==> config.mk <==
export PLATFORM = sky130hd
export DESIGN_NAME = throw_scheduler_flat
export DESIGN_NICKNAME = d
export VERILOG_FILES = /design/src/rtl/throw_scheduler_if.sv /design/src/rtl/throw_scheduler.sv /design/src/flat_wrapper.sv
export SDC_FILE = /design/constraint.sdc
export NUM_CORES = 1
export LEC_CHECK = 0
export ABC_AREA = 1
export CORE_MARGIN = 3
export CORE_UTILIZATION = 50
export CTS_CLUSTER_SIZE = 12
export DETAILED_ROUTE_END_ITERATION = 16
export PLACE_DENSITY = 0.73
export RECOVER_POWER = 25
export SYNTH_ARGS = -nofsm -noshare
export SYNTH_HDL_FRONTEND = slang
export SYNTH_SLANG_ARGS = --single-unit
==> constraint.sdc <==
create_clock -name clk_in -period 2.6 [get_ports clk_in]
set_input_delay 0.26 -clock clk_in [delete_from_list [all_inputs] [get_ports clk_in]]
set_output_delay 0.26 -clock clk_in [all_outputs]
set_load 0.005 [all_outputs]
==> src/rtl/throw_scheduler_if.sv <==
// rtl/throw_scheduler_if.sv - pattern/control/event bundle for throw_scheduler (THROW_COUNT_EN adds throw_count_out)
interface throw_scheduler_if;
  logic [6:0][2:0] pattern_in;
  logic [2:0]      pattern_length;
  logic            pattern_valid_in;
  logic            start_in;
  logic            stop_in;
  logic            beat_in;
  logic            busy_out;
  logic [2:0]      num_balls_out;
  logic            event_valid_out;
  logic [2:0]      throw_height_out;
  logic [2:0]      ball_id_out;
  logic            hand_out;
  logic            error_out;
`ifdef THROW_COUNT_EN
  logic [15:0]     throw_count_out;
`endif

  modport master (
    output pattern_in, pattern_length, pattern_valid_in, start_in, stop_in, beat_in,
    input  busy_out, num_balls_out, event_valid_out, throw_height_out, ball_id_out,
           hand_out, error_out
`ifdef THROW_COUNT_EN
  , input  throw_count_out
`endif
  );

  modport slave (
    input  pattern_in, pattern_length, pattern_valid_in, start_in, stop_in, beat_in,
    output busy_out, num_balls_out, event_valid_out, throw_height_out, ball_id_out,
           hand_out, error_out
`ifdef THROW_COUNT_EN
  , output throw_count_out
`endif
  );
endinterface

==> src/rtl/throw_scheduler.sv <==
// rtl/throw_scheduler.sv - siteswap player: latch pattern, derive ball count, emit one throw per beat
// Optional THROW_COUNT_EN macro adds a 16-bit count of nonzero throws.
module throw_scheduler (
  input  logic              clk_in,
  input  logic              rst_in,
  throw_scheduler_if.slave  bus
);
  typedef enum logic [1:0] {IDLE, SUM, DIV, RUN} state_t;

  state_t          state_q, next_state;
  logic [6:0][2:0] pat_q;
  logic [2:0]      len_q, idx_q, quot_q, pos_q, cur_q, fresh_q, next_hand_q;
  logic [5:0]      sum_q;
  logic [7:0]      tbl_valid;
  logic [7:0][2:0] tbl_id;
  logic [2:0]      num_balls_q, height_q, ball_q;
  logic            hand_q, event_q, error_q;

  logic            start_ok, do_beat, h_nz, use_fresh, beat_err;
  logic [2:0]      h, target, ball;

  assign start_ok = bus.start_in && bus.pattern_valid_in && (bus.pattern_length != 3'd0);
  assign do_beat  = (state_q == RUN) && bus.beat_in && !bus.stop_in;

  always_comb begin
    h         = pat_q[pos_q];
    h_nz      = (h != 3'd0);
    target    = cur_q + h;
    use_fresh = h_nz && !tbl_valid[cur_q];
    ball      = 3'd0;
    if (h_nz)
      ball = tbl_valid[cur_q] ? tbl_id[cur_q] : fresh_q;
    beat_err  = (use_fresh && (fresh_q >= num_balls_q)) ||
                (!h_nz && tbl_valid[cur_q]) ||
                (h_nz && tbl_valid[target]);
  end

  always_ff @(posedge clk_in) begin
    if (rst_in) state_q <= IDLE;
    else        state_q <= next_state;
  end

  always_comb begin
    next_state = state_q;
    if (bus.stop_in) begin
      next_state = IDLE;
    end else begin
      case (state_q)
        IDLE:    if (start_ok) next_state = SUM;
        SUM:     if (idx_q == len_q - 3'd1) next_state = DIV;
        DIV:     if (sum_q < {3'b000, len_q}) next_state = RUN;
        RUN:     next_state = RUN;
        default: next_state = IDLE;
      endcase
    end
  end

  // sum_q doubles as the running remainder during DIV
  always_ff @(posedge clk_in) begin
    event_q <= 1'b0;
    error_q <= 1'b0;
    if (rst_in) begin
      pat_q       <= '0;
      len_q       <= '0;
      idx_q       <= '0;
      sum_q       <= '0;
      quot_q      <= '0;
      pos_q       <= '0;
      cur_q       <= '0;
      fresh_q     <= '0;
      next_hand_q <= '0;
      tbl_valid   <= '0;
      tbl_id      <= '0;
      num_balls_q <= '0;
      height_q    <= '0;
      ball_q      <= '0;
      hand_q      <= 1'b0;
    end else if (bus.stop_in) begin
      tbl_valid <= '0;
    end else begin
      case (state_q)
        IDLE: begin
          if (start_ok) begin
            pat_q       <= bus.pattern_in;
            len_q       <= bus.pattern_length;
            idx_q       <= '0;
            sum_q       <= '0;
            quot_q      <= '0;
            pos_q       <= '0;
            cur_q       <= '0;
            fresh_q     <= '0;
            next_hand_q <= '0;
            tbl_valid   <= '0;
            num_balls_q <= '0;
          end else if (bus.start_in) begin
            error_q <= 1'b1;
          end
        end
        SUM: begin
          sum_q <= sum_q + {3'b000, pat_q[idx_q]};
          idx_q <= idx_q + 3'd1;
        end
        DIV: begin
          if (sum_q >= {3'b000, len_q}) begin
            sum_q  <= sum_q - {3'b000, len_q};
            quot_q <= quot_q + 3'd1;
          end else begin
            num_balls_q <= quot_q;
          end
        end
        RUN: begin
          if (bus.beat_in) begin
            height_q    <= h;
            ball_q      <= ball;
            hand_q      <= next_hand_q[0];
            next_hand_q <= {2'b00, ~next_hand_q[0]};
            event_q     <= 1'b1;
            error_q     <= beat_err;
            if (h_nz) begin
              tbl_valid[cur_q]  <= 1'b0;
              tbl_valid[target] <= 1'b1;
              tbl_id[target]    <= ball;
            end
            if (use_fresh) fresh_q <= fresh_q + 3'd1;
            cur_q <= cur_q + 3'd1;
            pos_q <= (pos_q == len_q - 3'd1) ? 3'd0 : pos_q + 3'd1;
          end
        end
        default: ;
      endcase
    end
  end

  assign bus.busy_out         = (state_q != IDLE);
  assign bus.num_balls_out    = num_balls_q;
  assign bus.event_valid_out  = event_q;
  assign bus.throw_height_out = height_q;
  assign bus.ball_id_out      = ball_q;
  assign bus.hand_out         = hand_q;
  assign bus.error_out        = error_q;

`ifdef THROW_COUNT_EN
  logic [15:0] count_q;
  always_ff @(posedge clk_in) begin
    if (rst_in || bus.stop_in)
      count_q <= '0;
    else if (state_q == IDLE && start_ok)
      count_q <= '0;
    else if (do_beat && h_nz)
      count_q <= count_q + 16'd1;
  end
  assign bus.throw_count_out = count_q;
`endif
endmodule

==> src/flat_wrapper.sv <==
// flat-port wrapper written by rule: the top's interface ports become plain ports
module throw_scheduler_flat 
  (clk_in, rst_in, bus_pattern_in, bus_pattern_length, bus_pattern_valid_in, bus_start_in, bus_stop_in, bus_beat_in, bus_busy_out, bus_num_balls_out, bus_event_valid_out, bus_throw_height_out, bus_ball_id_out, bus_hand_out, bus_error_out);
  throw_scheduler_if bus_i ();
  input  logic clk_in;
  input  logic rst_in;
  input wire logic [$bits(bus_i.pattern_in)-1:0] bus_pattern_in;
  input wire logic [$bits(bus_i.pattern_length)-1:0] bus_pattern_length;
  input wire logic [$bits(bus_i.pattern_valid_in)-1:0] bus_pattern_valid_in;
  input wire logic [$bits(bus_i.start_in)-1:0] bus_start_in;
  input wire logic [$bits(bus_i.stop_in)-1:0] bus_stop_in;
  input wire logic [$bits(bus_i.beat_in)-1:0] bus_beat_in;
  output wire logic [$bits(bus_i.busy_out)-1:0] bus_busy_out;
  output wire logic [$bits(bus_i.num_balls_out)-1:0] bus_num_balls_out;
  output wire logic [$bits(bus_i.event_valid_out)-1:0] bus_event_valid_out;
  output wire logic [$bits(bus_i.throw_height_out)-1:0] bus_throw_height_out;
  output wire logic [$bits(bus_i.ball_id_out)-1:0] bus_ball_id_out;
  output wire logic [$bits(bus_i.hand_out)-1:0] bus_hand_out;
  output wire logic [$bits(bus_i.error_out)-1:0] bus_error_out;
  assign bus_i.pattern_in = bus_pattern_in;
  assign bus_i.pattern_length = bus_pattern_length;
  assign bus_i.pattern_valid_in = bus_pattern_valid_in;
  assign bus_i.start_in = bus_start_in;
  assign bus_i.stop_in = bus_stop_in;
  assign bus_i.beat_in = bus_beat_in;
  assign bus_busy_out = bus_i.busy_out;
  assign bus_num_balls_out = bus_i.num_balls_out;
  assign bus_event_valid_out = bus_i.event_valid_out;
  assign bus_throw_height_out = bus_i.throw_height_out;
  assign bus_ball_id_out = bus_i.ball_id_out;
  assign bus_hand_out = bus_i.hand_out;
  assign bus_error_out = bus_i.error_out;
  throw_scheduler u_core (.clk_in(clk_in), .rst_in(rst_in), .bus(bus_i));
endmodule
==> flow_metrics.py <==
metrics = {
    "pwr": {
        "power_density_nw_per_um2": 517,
        "power.switching_mw": 1.00,
        "pwr-share-clk_pct": 33.0,
        "seq_power_share_pct": 44.8,
        "p_comb_share_pct": 22.2,
        "vdd_drop_max_mv": 0.413,
        "p_leak_nw": 2.56,
        "p_int_mw": 2.27,
        "switching_share_pct": 30.7,
    },
    "place": {
        "io_buffers": 42,
        "post_dp_cell_area_um2": 5940,
        "hpwl_mm": 10.1,
        "gp_congestion": 0.926,
    },
    "cells_and_area": {
        "layout_commonest_cell": "nand2_1",
        "num_antenna_cells": 0,
        "final_cell_area_um2": 6340,
        "drive_gt1_share_pct": 13.3,
        "final_nets": 887,
        "layout_common_cells": "172 x nand2_1, 88 x dfxtp_1, 84 x inv_1",
        "syn2layout_area_growth_pct": 19.7,
        "fin_util_pct": 63.1,
    },
    "drt": {
        "drcViolationCount": 0,
        "vias": 5237,
        "drtAntennaViolNets": 0,
        "wl_mm": 13.5,
        "drtPass1Iterations": 7,
        "vias_per_cell": 5.40,
        "wl_per_cell_um": 14.0,
        "drt-initial-drc-count": 402,
    },
    "clock_tree": {
        "cts-htree-levels": 3,
        "cts_hold_buf": 0,
        "clock_latency_ns": 0.38,
        "numClockSinks": 92,
        "cts_root_buffer": "clkbuf_8",
        "numCtsBuffers": 9,
        "clkSlewWorstSetupHoldPaths_ns": 0.09,
        "cts_tree": "built",
        "ctsLongestPathBuffers": 2,
    },
    "synthesis": {
        "synth.area.top_cells": "dfxtp_1 35%, nand2_1 12%, a21oi_1 7.7%",
        "postSynthCellCount": 777,
        "syn_nets": 832,
        "synth_seq_cells": 92,
        "yosysSeqAreaShare_pct": 34.8,
        "synth_edf_count": 0,
        "synth_top_area_share_pct": 34.8,
        "avgSynthCellArea_um2": 6.82,
        "synth-warning-count": 0,
        "syn-cell-area_um2": 5300,
        "yosysTopAreaCell": "dfxtp_1",
        "async_flop_share_pct": 0,
        "synthDistinctLibCells": 46,
        "synth_ff_type": "dfxtp_1",
    },
    "critical_path": {
        "cpMaxStageDelayCell": "fa_2",
        "crit_top_cell": "nand3_2",
        "r2r_cells": 18,
        "r2r-start": "u_core.pos_q[0]$_SDFFE_PP0P_",
        "path_buf_inv": 4,
        "crit_chain": "buf_6 > nand2_2 > nand3_2 > nand3_2 > nand2_2 > inv_2 > ha_4 > inv_2 > fa_2 > xor2_2 > nand3b_1 > nand2_4 > inv_6 > nand3_2 > nor2_4 > nand2_1 > nand2_1 > nor2_1",
        "worstPathRequired_ns": 2.88,
        "critPathKind": "register to register",
        "crit_cells": 18,
        "critPathMaxStageDelay_ns": 0.39,
        "cp-startpoint": "u_core.pos_q[0]$_SDFFE_PP0P_",
        "reg2reg_slack_ns": 0.004,
        "end_kind": "register",
        "worstPathMaxFanout": 7,
        "crit_path_start_kind": "register",
        "cp.arrival_ns": 2.88,
        "path_delay_family": "simple AND/OR/NAND/NOR gates",
    },
    "sta": {
        "drv_slew": 0,
        "period_needed_ns": 2.60,
        "fin_worst_skew_ns": 0.0124,
        "max_freq_mhz": 385,
        "report.final.hold_viol_count": 0,
        "finalHoldWorstSlack_ns": 0.450,
        "setup_viol": 0,
        "slew_headroom_pct": 67.4,
        "rsz0062_at_grt": "true",
        "fin_crit_sh_pct": 99.8,
        "max_slew.worst_pin.slew_ns": 0.488,
    },
    "die": {
        "core_area_um2": 10000,
        "num_io_pins": 43,
        "die_area_um2": 11900,
        "chipWidth_um": 109,
        "die_h_um": 109,
        "row_count": 36,
        "start_util_pct": 52.7,
    },
    "hold_path": {
        "min-delay-start": "bus_pattern_length[2]",
        "min_path_cells": 3,
        "min_path_type": "primary input to register",
    },
    "grt": {
        "grt_pass1_vias": 4867,
        "grt_util_all_layers_pct": 24.3,
        "grt_overflow": 0,
        "grt_pass1_wl_mm": 23.0,
        "antenna_found_initial": 0,
        "grt_max_degree": 48,
    },
    "flow_run": {
        "drv_cap": 0,
    },
    "outcome": {
        "status": "completed",
    },
}
-- registers in the layout (all words and copies together), names as in the netlist --
| signal | cells |
|---|---|
| u_core.len_q | 3 |
| u_core.bus.ball_id_out | 3 |
| u_core.idx_q | 3 |
| u_core.next_hand_q | 1 |
| u_core.pos_q | 3 |
| u_core.bus.throw_height_out | 3 |
| u_core.sum_q | 6 |
| u_core.cur_q | 3 |
| u_core.pat_q | 21 |
| u_core.quot_q | 3 |
| u_core.bus.error_out | 1 |
| u_core.state_q | 2 |
| u_core.fresh_q | 3 |
| u_core.tbl_valid | 8 |
| u_core.bus.event_valid_out | 1 |
| u_core.bus.num_balls_out | 3 |
| u_core.bus.hand_out | 1 |
| u_core.tbl_id | 24 |
-- stage by stage --
stage	power, mW	worst slack (ns)	setup TNS [ns]	instances
after floorplan	1.94	0.137	0	777
after global placement	2.13	0.130	0	950
after detailed placement	2.14	0.0583	0	950
after CTS	3.20	0.0382	0	966
after global routing	3.43	-0.139	-2.58	970
final	3.28	0.00414	0	970
-- worst min-delay path, stage by stage --
cell and delay, ns:
clkdlybuf4s50_1 0.40, inv_1 0.08, a21oi_1 0.06
-- routing by layer --
metal / vias to the layer above / track usage, % / wire length [um]
li1: 2645 / - / -
met1: 2418 / 33.8 / 6530
met2: 158 / 37.7 / 6030
met3: 16 / 4.85 / 816
met4: 0 / 7.75 / 175
met5: - / 0 / 0
-- area by class of cell --
| class | count | area, um^2 |
|---|---|---|
| timing repair buffer | 70 | 638 |
| tap | 133 | 166 |
| multi-input combinational | 566 | 3110 |
| sequential | 92 | 1850 |
| clock inverter | 5 | 75.1 |
| clock buffer | 11 | 141 |
| inverter | 93 | 357 |
| fill | 912 | 3700 |
-- kinds of logic (layout without fill, tap and decap cells) --
| kind of cell | Yosys count | count (layout) | share of synthesized area [%] |
|---|---|---|---|
| simple gates | 358 | 358 | 30.5 |
| compound gates | 175 | 175 | 18.1 |
| buf+inv | 119 | 179 | 8.95 |
| flops | 92 | 92 | 34.8 |
| fa+ha+maj | 25 | 25 | 6.33 |
| xor+xnor | 8 | 8 | 1.32 |
-- Yosys cell counts (2+ instances only) --
library cell	number
or2_2	4
nand2_2	8
buf_1	2
inv_1	86
xor2_1	5
clkbuf_1	15
a31oi_1	5
nand4_1	6
nand2_4	2
a21oi_1	81
nor2_2	2
a211oi_1	7
clkinv_1	2
dfxtp_1	92
inv_2	4
nor2_4	8
o21ai_1	3
o31ai_1	2
nor3_1	8
ha_1	22
nor2_1	84
buf_6	2
nand2_1	175
o21ai_0	62
xnor2_1	3
fa_1	3
buf_2	5
nand3_2	5
o22ai_1	6
a21oi_2	2
nand3_1	51
-- power groups by stage --
stage               sequential (mW)  clock (mW)  combinational (mW)
floorplan                      1.49           0               0.448
global placement               1.50           0               0.632
detailed placement             1.50           0               0.642
CTS                            1.47        1.09               0.645
global route                   1.47        1.16               0.802
finish                         1.47        1.08               0.727
-- worst paths after layout --
kind / to
max: u_core.tbl_id[15]$_SDFFE_PP0P_
min: u_core.len_q[2]$_SDFFE_PP0P_
max reg2reg: u_core.tbl_id[15]$_SDFFE_PP0P_
min reg2reg: u_core.tbl_valid[3]$_SDFFE_PP0P_
-- repair_timing --
| action | CTS | global route |
|---|---|---|
| setup buffers | 0 | 4 |
| endpoints found under the setup margin | 0 | 39 |
| resized for setup | 0 | 42 |
No activity file was read; power rests on OpenSTA's default activity.
